File: src/rtl/mode_counter_pkg.sv
// rtl/mode_counter_pkg.sv - shared encodings and width helper for mode_counter
package mode_counter_pkg;

   localparam logic MODE_WRAP = 1'b0;
   localparam logic MODE_SAT  = 1'b1;
   localparam logic DIR_DOWN  = 1'b0;
   localparam logic DIR_UP    = 1'b1;

   // Bits needed to hold 0..value-1, never less than one bit
   function automatic int prescale_width(input int value);
      int w;
      w = 1;
      while ((1 << w) < value) begin
         w = w + 1;
      end
      return w;
   endfunction

endpackage

File: src/rtl/mode_counter_if.sv
// rtl/mode_counter_if.sv - control/status bundle between a user and mode_counter
interface mode_counter_if #(
   parameter int Size = 8
);
   logic            clear;
   logic            load;
   logic [Size-1:0] data_i;
   logic            count;
   logic            up;
   logic            sat;
   logic [Size-1:0] limit_i;
   logic [Size-1:0] data_o;
   logic            tc_o;
   logic            ovf_o;

   modport master (
      output clear, load, data_i, count, up, sat, limit_i,
      input  data_o, tc_o, ovf_o
   );

   modport slave (
      input  clear, load, data_i, count, up, sat, limit_i,
      output data_o, tc_o, ovf_o
   );
endinterface

File: src/rtl/mode_counter_prescale_tick.sv
// rtl/mode_counter_prescale_tick.sv - count-enable prescaler, one step per PreDiv enabled cycles
module prescale_tick
   import mode_counter_pkg::*;
#(
   parameter int PreDiv = 1
) (
   input  logic clock,
   input  logic reset,
   input  logic count,
   input  logic clr,
   output logic step
);
   localparam int            W    = prescale_width(PreDiv);
   localparam logic [W-1:0] LAST = W'(PreDiv - 1);
   localparam logic [W-1:0] ONE  = W'(1);

   logic [W-1:0] cnt;

   // Step fires on the enabled cycle that completes a group of PreDiv
   assign step = count & (cnt == LAST);

   // Enabled-cycle counter; idle cycles hold it, clr and a step return it to zero
   always_ff @(posedge clock or negedge reset) begin
      if (!reset) begin
         cnt <= '0;
      end else if (clr || step) begin
         cnt <= '0;
      end else if (count) begin
         cnt <= cnt + ONE;
      end
   end
endmodule

File: src/rtl/mode_counter.sv
// rtl/mode_counter.sv - up/down modulo counter with wrap/saturate, load, clear, prescaler
module mode_counter
   import mode_counter_pkg::*;
#(
   parameter int Size   = 8,
   parameter int PreDiv = 1
) (
   input  logic         clock,
   input  logic         reset,
   mode_counter_if.slave bus
);
   localparam logic [Size-1:0] ONE = Size'(1);

   logic            step;
   logic            at_bound;
   logic [Size-1:0] step_value;
   logic [Size-1:0] load_value;
   logic [Size-1:0] data_q;
   logic            tc_q;
   logic            ovf_q;

   // Load and clear both restart the prescale group
   prescale_tick #(.PreDiv(PreDiv)) u_tick (
      .clock (clock),
      .reset (reset),
      .count (bus.count),
      .clr   (bus.clear | bus.load),
      .step  (step)
   );

   // Bound compare and next value for a step; data above limit counts as at the up bound
   always_comb begin
      at_bound   = 1'b0;
      step_value = data_q;
      load_value = (bus.data_i > bus.limit_i) ? bus.limit_i : bus.data_i;
      if (bus.up == DIR_UP) begin
         at_bound   = (data_q >= bus.limit_i);
         step_value = !at_bound ? data_q + ONE
                    : (bus.sat == MODE_SAT) ? bus.limit_i : '0;
      end else begin
         at_bound   = (data_q == '0);
         step_value = !at_bound ? data_q - ONE
                    : (bus.sat == MODE_SAT) ? '0 : bus.limit_i;
      end
   end

   // Count register with clear > load > step priority, terminal pulse and sticky overflow
   always_ff @(posedge clock or negedge reset) begin
      if (!reset) begin
         data_q <= '0;
         tc_q   <= 1'b0;
         ovf_q  <= 1'b0;
      end else if (bus.clear) begin
         data_q <= '0;
         tc_q   <= 1'b0;
         ovf_q  <= 1'b0;
      end else if (bus.load) begin
         data_q <= load_value;
         tc_q   <= 1'b0;
      end else if (step) begin
         data_q <= step_value;
         tc_q   <= at_bound;
         if (at_bound) begin
            ovf_q <= 1'b1;
         end
      end else begin
         tc_q <= 1'b0;
      end
   end

   assign bus.data_o = data_q;
   assign bus.tc_o   = tc_q;
   assign bus.ovf_o  = ovf_q;
endmodule

File: src/flat_wrapper.sv
// flat-port wrapper written by rule: the top's interface ports become plain ports
module mode_counter_flat import mode_counter_pkg::*;
#(
   parameter int Size   = 8,
   parameter int PreDiv = 1
)
  (clock, reset, bus_clear, bus_load, bus_data_i, bus_count, bus_up, bus_sat, bus_limit_i, bus_data_o, bus_tc_o, bus_ovf_o);
  mode_counter_if #(.Size(Size)) bus_i ();
  input  logic clock;
  input  logic reset;
  input wire logic [$bits(bus_i.clear)-1:0] bus_clear;
  input wire logic [$bits(bus_i.load)-1:0] bus_load;
  input wire logic [$bits(bus_i.data_i)-1:0] bus_data_i;
  input wire logic [$bits(bus_i.count)-1:0] bus_count;
  input wire logic [$bits(bus_i.up)-1:0] bus_up;
  input wire logic [$bits(bus_i.sat)-1:0] bus_sat;
  input wire logic [$bits(bus_i.limit_i)-1:0] bus_limit_i;
  output wire logic [$bits(bus_i.data_o)-1:0] bus_data_o;
  output wire logic [$bits(bus_i.tc_o)-1:0] bus_tc_o;
  output wire logic [$bits(bus_i.ovf_o)-1:0] bus_ovf_o;
  assign bus_i.clear = bus_clear;
  assign bus_i.load = bus_load;
  assign bus_i.data_i = bus_data_i;
  assign bus_i.count = bus_count;
  assign bus_i.up = bus_up;
  assign bus_i.sat = bus_sat;
  assign bus_i.limit_i = bus_limit_i;
  assign bus_data_o = bus_i.data_o;
  assign bus_tc_o = bus_i.tc_o;
  assign bus_ovf_o = bus_i.ovf_o;
  mode_counter #(.Size(Size), .PreDiv(PreDiv)) u_core (.clock(clock), .reset(reset), .bus(bus_i));
endmodule
File: config.mk
export PLATFORM = sky130hd
export DESIGN_NAME = mode_counter_flat
export DESIGN_NICKNAME = d
export VERILOG_FILES = /design/src/rtl/mode_counter_pkg.sv /design/src/rtl/mode_counter_if.sv /design/src/rtl/mode_counter_prescale_tick.sv /design/src/rtl/mode_counter.sv /design/src/flat_wrapper.sv
export SDC_FILE = /design/constraint.sdc
export NUM_CORES = 1
export LEC_CHECK = 0
export ABC_AREA = 1
export CORE_ASPECT_RATIO = 0.75
export CORE_UTILIZATION = 45
export DETAILED_ROUTE_END_ITERATION = 12
export DONT_BUFFER_PORTS = 1
export HOLD_SLACK_MARGIN = 0.08
export SYNTH_ARGS = -nofsm -noshare
export SYNTH_HDL_FRONTEND = slang
export SYNTH_SLANG_ARGS = --single-unit
File: constraint.sdc
create_clock -name clock -period 2.8 [get_ports clock]
set_clock_uncertainty 0.2 [all_clocks]
set_input_delay 0.56 -clock clock [delete_from_list [all_inputs] [get_ports clock]]
set_output_delay 0.56 -clock clock [all_outputs]
set_load 0.01 [all_outputs]
Word-level counts from Yosys, hierarchy flattened
Cells that the tools add are included.

Register bits after elaboration: 11. Input port bits: 23. Logic and storage cells: 39.

$add $sub $neg: 3. Order comparisons: 2. Equal/unequal tests: 1. Muxes and demuxes: 19. Bitwise logic cells: 3. Reductions and logical operators: 7.

Operator list (number): 8-bit 2-to-1 mux (9); 1-bit 2-to-1 mux (10); 8-bit by 1-bit adder with 8-bit output, second input constant (1); 8-bit >= comparator (1); 8-bit > comparator (1); 8-bit logical NOT (1); 8-bit by 1-bit subtractor with 8-bit output, second input constant (1); 2-bit nonzero test (3); 3-bit AND reduction (1); 3-bit nonzero test (1); 2-bit inequality test, second input constant (1); 1-bit adder, second input constant (1); 1-bit bitwise AND (1); 1-bit logical OR (1); 1-bit NOT (1); 1-bit bitwise OR (1).

Longest topological paths before layout
Depth in word-level cells: 6. Mapped depth: 16. Depth with buffers taken out: 16.

By module
A second synthesis with hierarchy kept.

Cell total of the unflattened synthesis: 304. Area, all modules: 1814.2 sq um.

Modules (own cells, without submodules): mode_counter (instances 1, cells an instance 299, area an instance 1771.7 sq um); prescale_tick (instances 1, cells an instance 5, area an instance 42.5 sq um).

Worst setup path before layout
Ideal clock, no wire load.

Path kind: input to register. From: in bus_limit_i[7]. To: reg u_core.ovf_q, in the netlist u_core.bus.ovf_o. Library setup time: 0.126 ns. Arrival: 1.765 ns. Required time: 2.474 ns. Slack: 0.708 ns. Stages on the path: 12. Path through: inv_1 ha_1 nand2_1 inv_1 nor2_1 o21a_1 buf_2 nand2_2 o21ai_0 nor2_1 nand2_1 o21ai_0.

Word-level cells in the longest chain between the ends: 4.

RTL lines: start: declaration (line flat_wrapper.sv:17) `input wire logic [$bits(bus_i.limit_i)-1:0] bus_limit_i;`; 8-bit >= comparator (line mode_counter.sv:37) `at_bound = (data_q >= bus.limit_i);`; 1-bit 2-to-1 mux (line mode_counter.sv:36) `if (bus.up == DIR_UP) begin`; 2-bit nonzero test (no line); 3-bit AND reduction (no line); end signal: assignment (line mode_counter.sv:52) `ovf_q <= 1'b0;`; end signal: assignment (line mode_counter.sv:56) `ovf_q <= 1'b0;`; end signal: assignment (line mode_counter.sv:64) `ovf_q <= 1'b1;`; end: declaration (line mode_counter.sv:20) `logic ovf_q;`.

Every way passes these cells. A chain may end at the register's enable or synchronous reset.

Final worst setup path
From: reg u_core.data_q[0], in the netlist u_core.bus.data_o[0]. To: reg u_core.ovf_q, in the netlist u_core.bus.ovf_o.

Word-level cells in the longest chain between the ends: 4. Elaborated cells on any way between the ends: 5. Those cells by class: order compare (1); mux (1); reduce/logical (3).

RTL lines: start: declaration (line mode_counter.sv:18) `logic [Size-1:0] data_q;`; start signal: assignment (line mode_counter.sv:58) `data_q <= load_value;`; start signal: assignment (line mode_counter.sv:61) `data_q <= step_value;`; 8-bit >= comparator / 8-bit logical NOT (equally long branches) (line mode_counter.sv:37, mode_counter.sv:41); 1-bit 2-to-1 mux * (line mode_counter.sv:36); 2-bit nonzero test (no line) *; 3-bit AND reduction (no line) *.

Every way passes the cells marked *; elsewhere a longest branch is shown, timed or not.

==> impl_metrics.tcl <==
set metrics [dict create \
    adder_and_majority_gate_portion_of_the_synthesized_area_pct 13.3 \
    top_level_ports 33 \
    setup_viol 0 \
    route.final.wire_length_um 4860 \
    min_period_ns 2.46 \
    max_slew_margin_pct 57.8 \
    floorplan.initialDensity_pct 47.8 \
    critPathBufInv 1 \
    nNetsFinal 352 \
    hpwlAfterDp_um 3860 \
    number_of_vias_in_the_routed_layout 1844 \
    synth_cell_type_count 30 \
    grt_setup_unrepaired "false" \
    routed-wl-met3_um 340 \
    largest_net_degree_at_the_start_of_global_routing 16 \
    globalRoute.totalOverflow 0 \
    route.detailed.drc 0 \
    clock-sinks 11 \
    avg_synthesized_cell_area_sq_um 5.79 \
    grt_pass1_vias 1704 \
    irDropWorstVdd_mv 0.222 \
    required_ns 2.72 \
    ctsResizeCount 0 \
    post_synth_xor_area_fraction_pct 2.45 \
    fin_worst_hold_slack_ns 0.183 \
    fraction_of_the_mapped_netlist_area_in_compound_gates_pct 8.35 \
    cp_common_cell "sky130_fd_sc_hd__nand2_1" \
    numPlacedInstances 356 \
    critPathMaxFanout 9 \
    wl_met2_um 2070 \
    coreArea_sq_mm 0.00373 \
    layout.cell_area.non_filler_sq_mm 0.00187 \
    non_filler_cells_in_the_finished_layout 361 \
    finalWorstSetupSlack_ns 0.336 \
    clock_root_buffer_master "sky130_fd_sc_hd__clkbuf_8" \
    synth_sequential_area_ratio_pct 15.4 \
    chipWidth_um 74.7 \
    io_buffer_count 0 \
    detail_route.iter0.violations 121 \
    post_route_fraction_of_the_period_consumed_by_the_critical_path_pct 88.0 \
    hp-class "input port to flip-flop" \
    routed.top_layer "met4" \
    path_clk_slew_ns 0.05 \
    grt_antenna_before_repair 0 \
    synthTopCellsByCount "sky130_fd_sc_hd__nand2_1 (116), sky130_fd_sc_hd__inv_1 (48), sky130_fd_sc_hd__nand3_1 (35), sky130_fd_sc_hd__ha_1 (19), sky130_fd_sc_hd__nor2_1 (18)" \
    wire_per_inst_um 13.5 \
    synth_nets 350 \
    placed_area_sq_mm 0.00182 \
    timing_worst_setup_path_type "flip-flop to flip-flop" \
    worst_setup_path_end_kind "flip-flop" \
    antenna-diode-count 0 \
    share_of_synthesized_registers_carrying_an_async_set_or_reset_pct 100 \
    place_ws_ns 0.394 \
    gp_congestion 0.831 \
    cts_tree "done" \
    start_kind "flip-flop" \
    avgViaCountPerCell 5.11 \
    setup_total_negative_slack_ns 0 \
    synth_top_cell_by_area "sky130_fd_sc_hd__nand2_1" \
    slew_viol_final 0 \
    gr-usage-all-layers_pct 25.4 \
    power.static_leakage_nw 1.13 \
    post_layout_power_uw 802 \
    drv.max_cap_violation_count 0 \
    cts.htree.levels 1 \
    post-synth-top-count-cell "sky130_fd_sc_hd__nand2_1" \
    synth_top_cells_by_area "sky130_fd_sc_hd__nand2_1 (24%), sky130_fd_sc_hd__dfrtp_1 (15%), sky130_fd_sc_hd__ha_1 (13%)" \
    finalHoldViolCount 0 \
    layout-drive-gt1-share_pct 7.12 \
    final_util_pct 50.2 \
    syn-cell-area_sq_mm 0.00178 \
    cts_buffers 3 \
    timing.critical_path.slowest_stage_cell "sky130_fd_sc_hd__dfrtp_1" \
    synthToLayoutAreaGrowth_pct 4.91 \
    drtAntennaViolNets 0 \
    synth_top_family_by_area "simple AND/OR/NAND/NOR gates" \
    timing.critical_path.arrival_ns 2.39 \
    powerDensity_mw_per_mm2 429 \
    post_synthesis_share_of_cell_area_spent_on_and_or_nand_and_nor_gates_pct 46.2 \
    path_cells "inv_2 > ha_1 > nand2_1 > nand3_1 > nand2_1 > nand2_1 > nand2_1 > nand2_2 > o21ai_0 > nor2_1 > nand2_1 > o21ai_0" \
    dieHeight_um 56.5 \
    num-fill-cells 423 \
    outcome "completed" \
    drt_first_pass_iters 5 \
    wire_length_of_the_first_global_routing_pass_um 8270 \
    clock_insertion_delay_at_the_later_pin_of_the_skew_report_ns 0.24 \
    worst_slew_pin_slew_ns 0.631 \
    fp.dieArea_sq_mm 0.00422 \
    synth_top_flop_cell "sky130_fd_sc_hd__dfrtp_1" \
    number_of_enable_type_register_cells_in_the_synthesized_netlist 0 \
    yosysWarnings 0 \
    synth.area.mux_share_pct 0 \
    synth_seq_cells 11 \
    cp_top_family "simple AND/OR/NAND/NOR gates" \
    post_synth_inst_count 308 \
    synth.top_cell.area_share_pct 24.4 \
    clockBufferDepth 2 \
    met1Wirelength_um 2420 \
    fmaxAchievable_mhz 406 \
    crit_path_largest_cell_delay_ns 0.53 \
    placementRows 19 \
]
## final timing paths
kind / from / end / slack, ns / cells past startpoint
max: u_core.bus.data_o[0] / u_core.bus.ovf_o / 0.34 / 12
min: bus_count / u_core.u_tick.cnt / 0.18 / 1
max reg2reg: u_core.bus.data_o[0] / u_core.bus.ovf_o / 0.34 / 12
min reg2reg: u_core.u_tick.cnt / u_core.u_tick.cnt / 0.30 / 2
max in group asynchronous: reset / u_core.u_tick.cnt / 1.47 / 1
min in group asynchronous: reset / u_core.bus.data_o[7] / 0.55 / 1
## kinds of logic (layout without fill, tap and decap cells)
kind of cell    Yosys count  after routing
xor+xnor                  5              5
fa+ha+maj                19             19
simple gates            188            188
buf+inv                  59             60
flops                    11             11
compound gates           26             26
## area by class of cell
type	count	area, sq um	area share [%]
inverter	51	191	10.2
clock buffer	4	45.0	2.41
multi-input combinational	238	1250	67.0
timing repair buffer	5	40.0	2.14
tap	52	65.1	3.48
sequential	11	275	14.7
## report_power, final
part	switching [mW]	internal, mW	leakage [nW]
clock network	0.0649	0.100	0.0228
registers	0.0391	0.177	0.145
logic	0.269	0.152	0.960
## registers in the layout, summed over array words and instances (netlist names)
register	flops
u_core.u_tick.cnt	1
u_core.bus.data_o	8
u_core.bus.tc_o	1
u_core.bus.ovf_o	1
## layer usage
layer	vias up	track usage, %
li1	967	-
met1	805	37.8
met2	68	38.7
met3	4	5.39
met4	0	1.89
met5	-	0
## repair_timing
action,in CTS,in global routing
setup buffers,0,0
hold buffers,1,0
endpoints found under the hold margin,11,0
## cells in the final DEF (no fill, tap or decap), drive strengths merged
master,count
nand2,121
inv,49
nand3,36
nor2,23
ha,19
a21oi,13
dfrtp,11
o21ai,9
xor2,4
buf,4
nand4,4
clkbuf,4
nand3b,3
clkinv,2
o211ai,2
o21a,1
a21o,1
xnor2,1
nor3,1
dlygate4sd3,1
(Power assumes the default switching activity.)
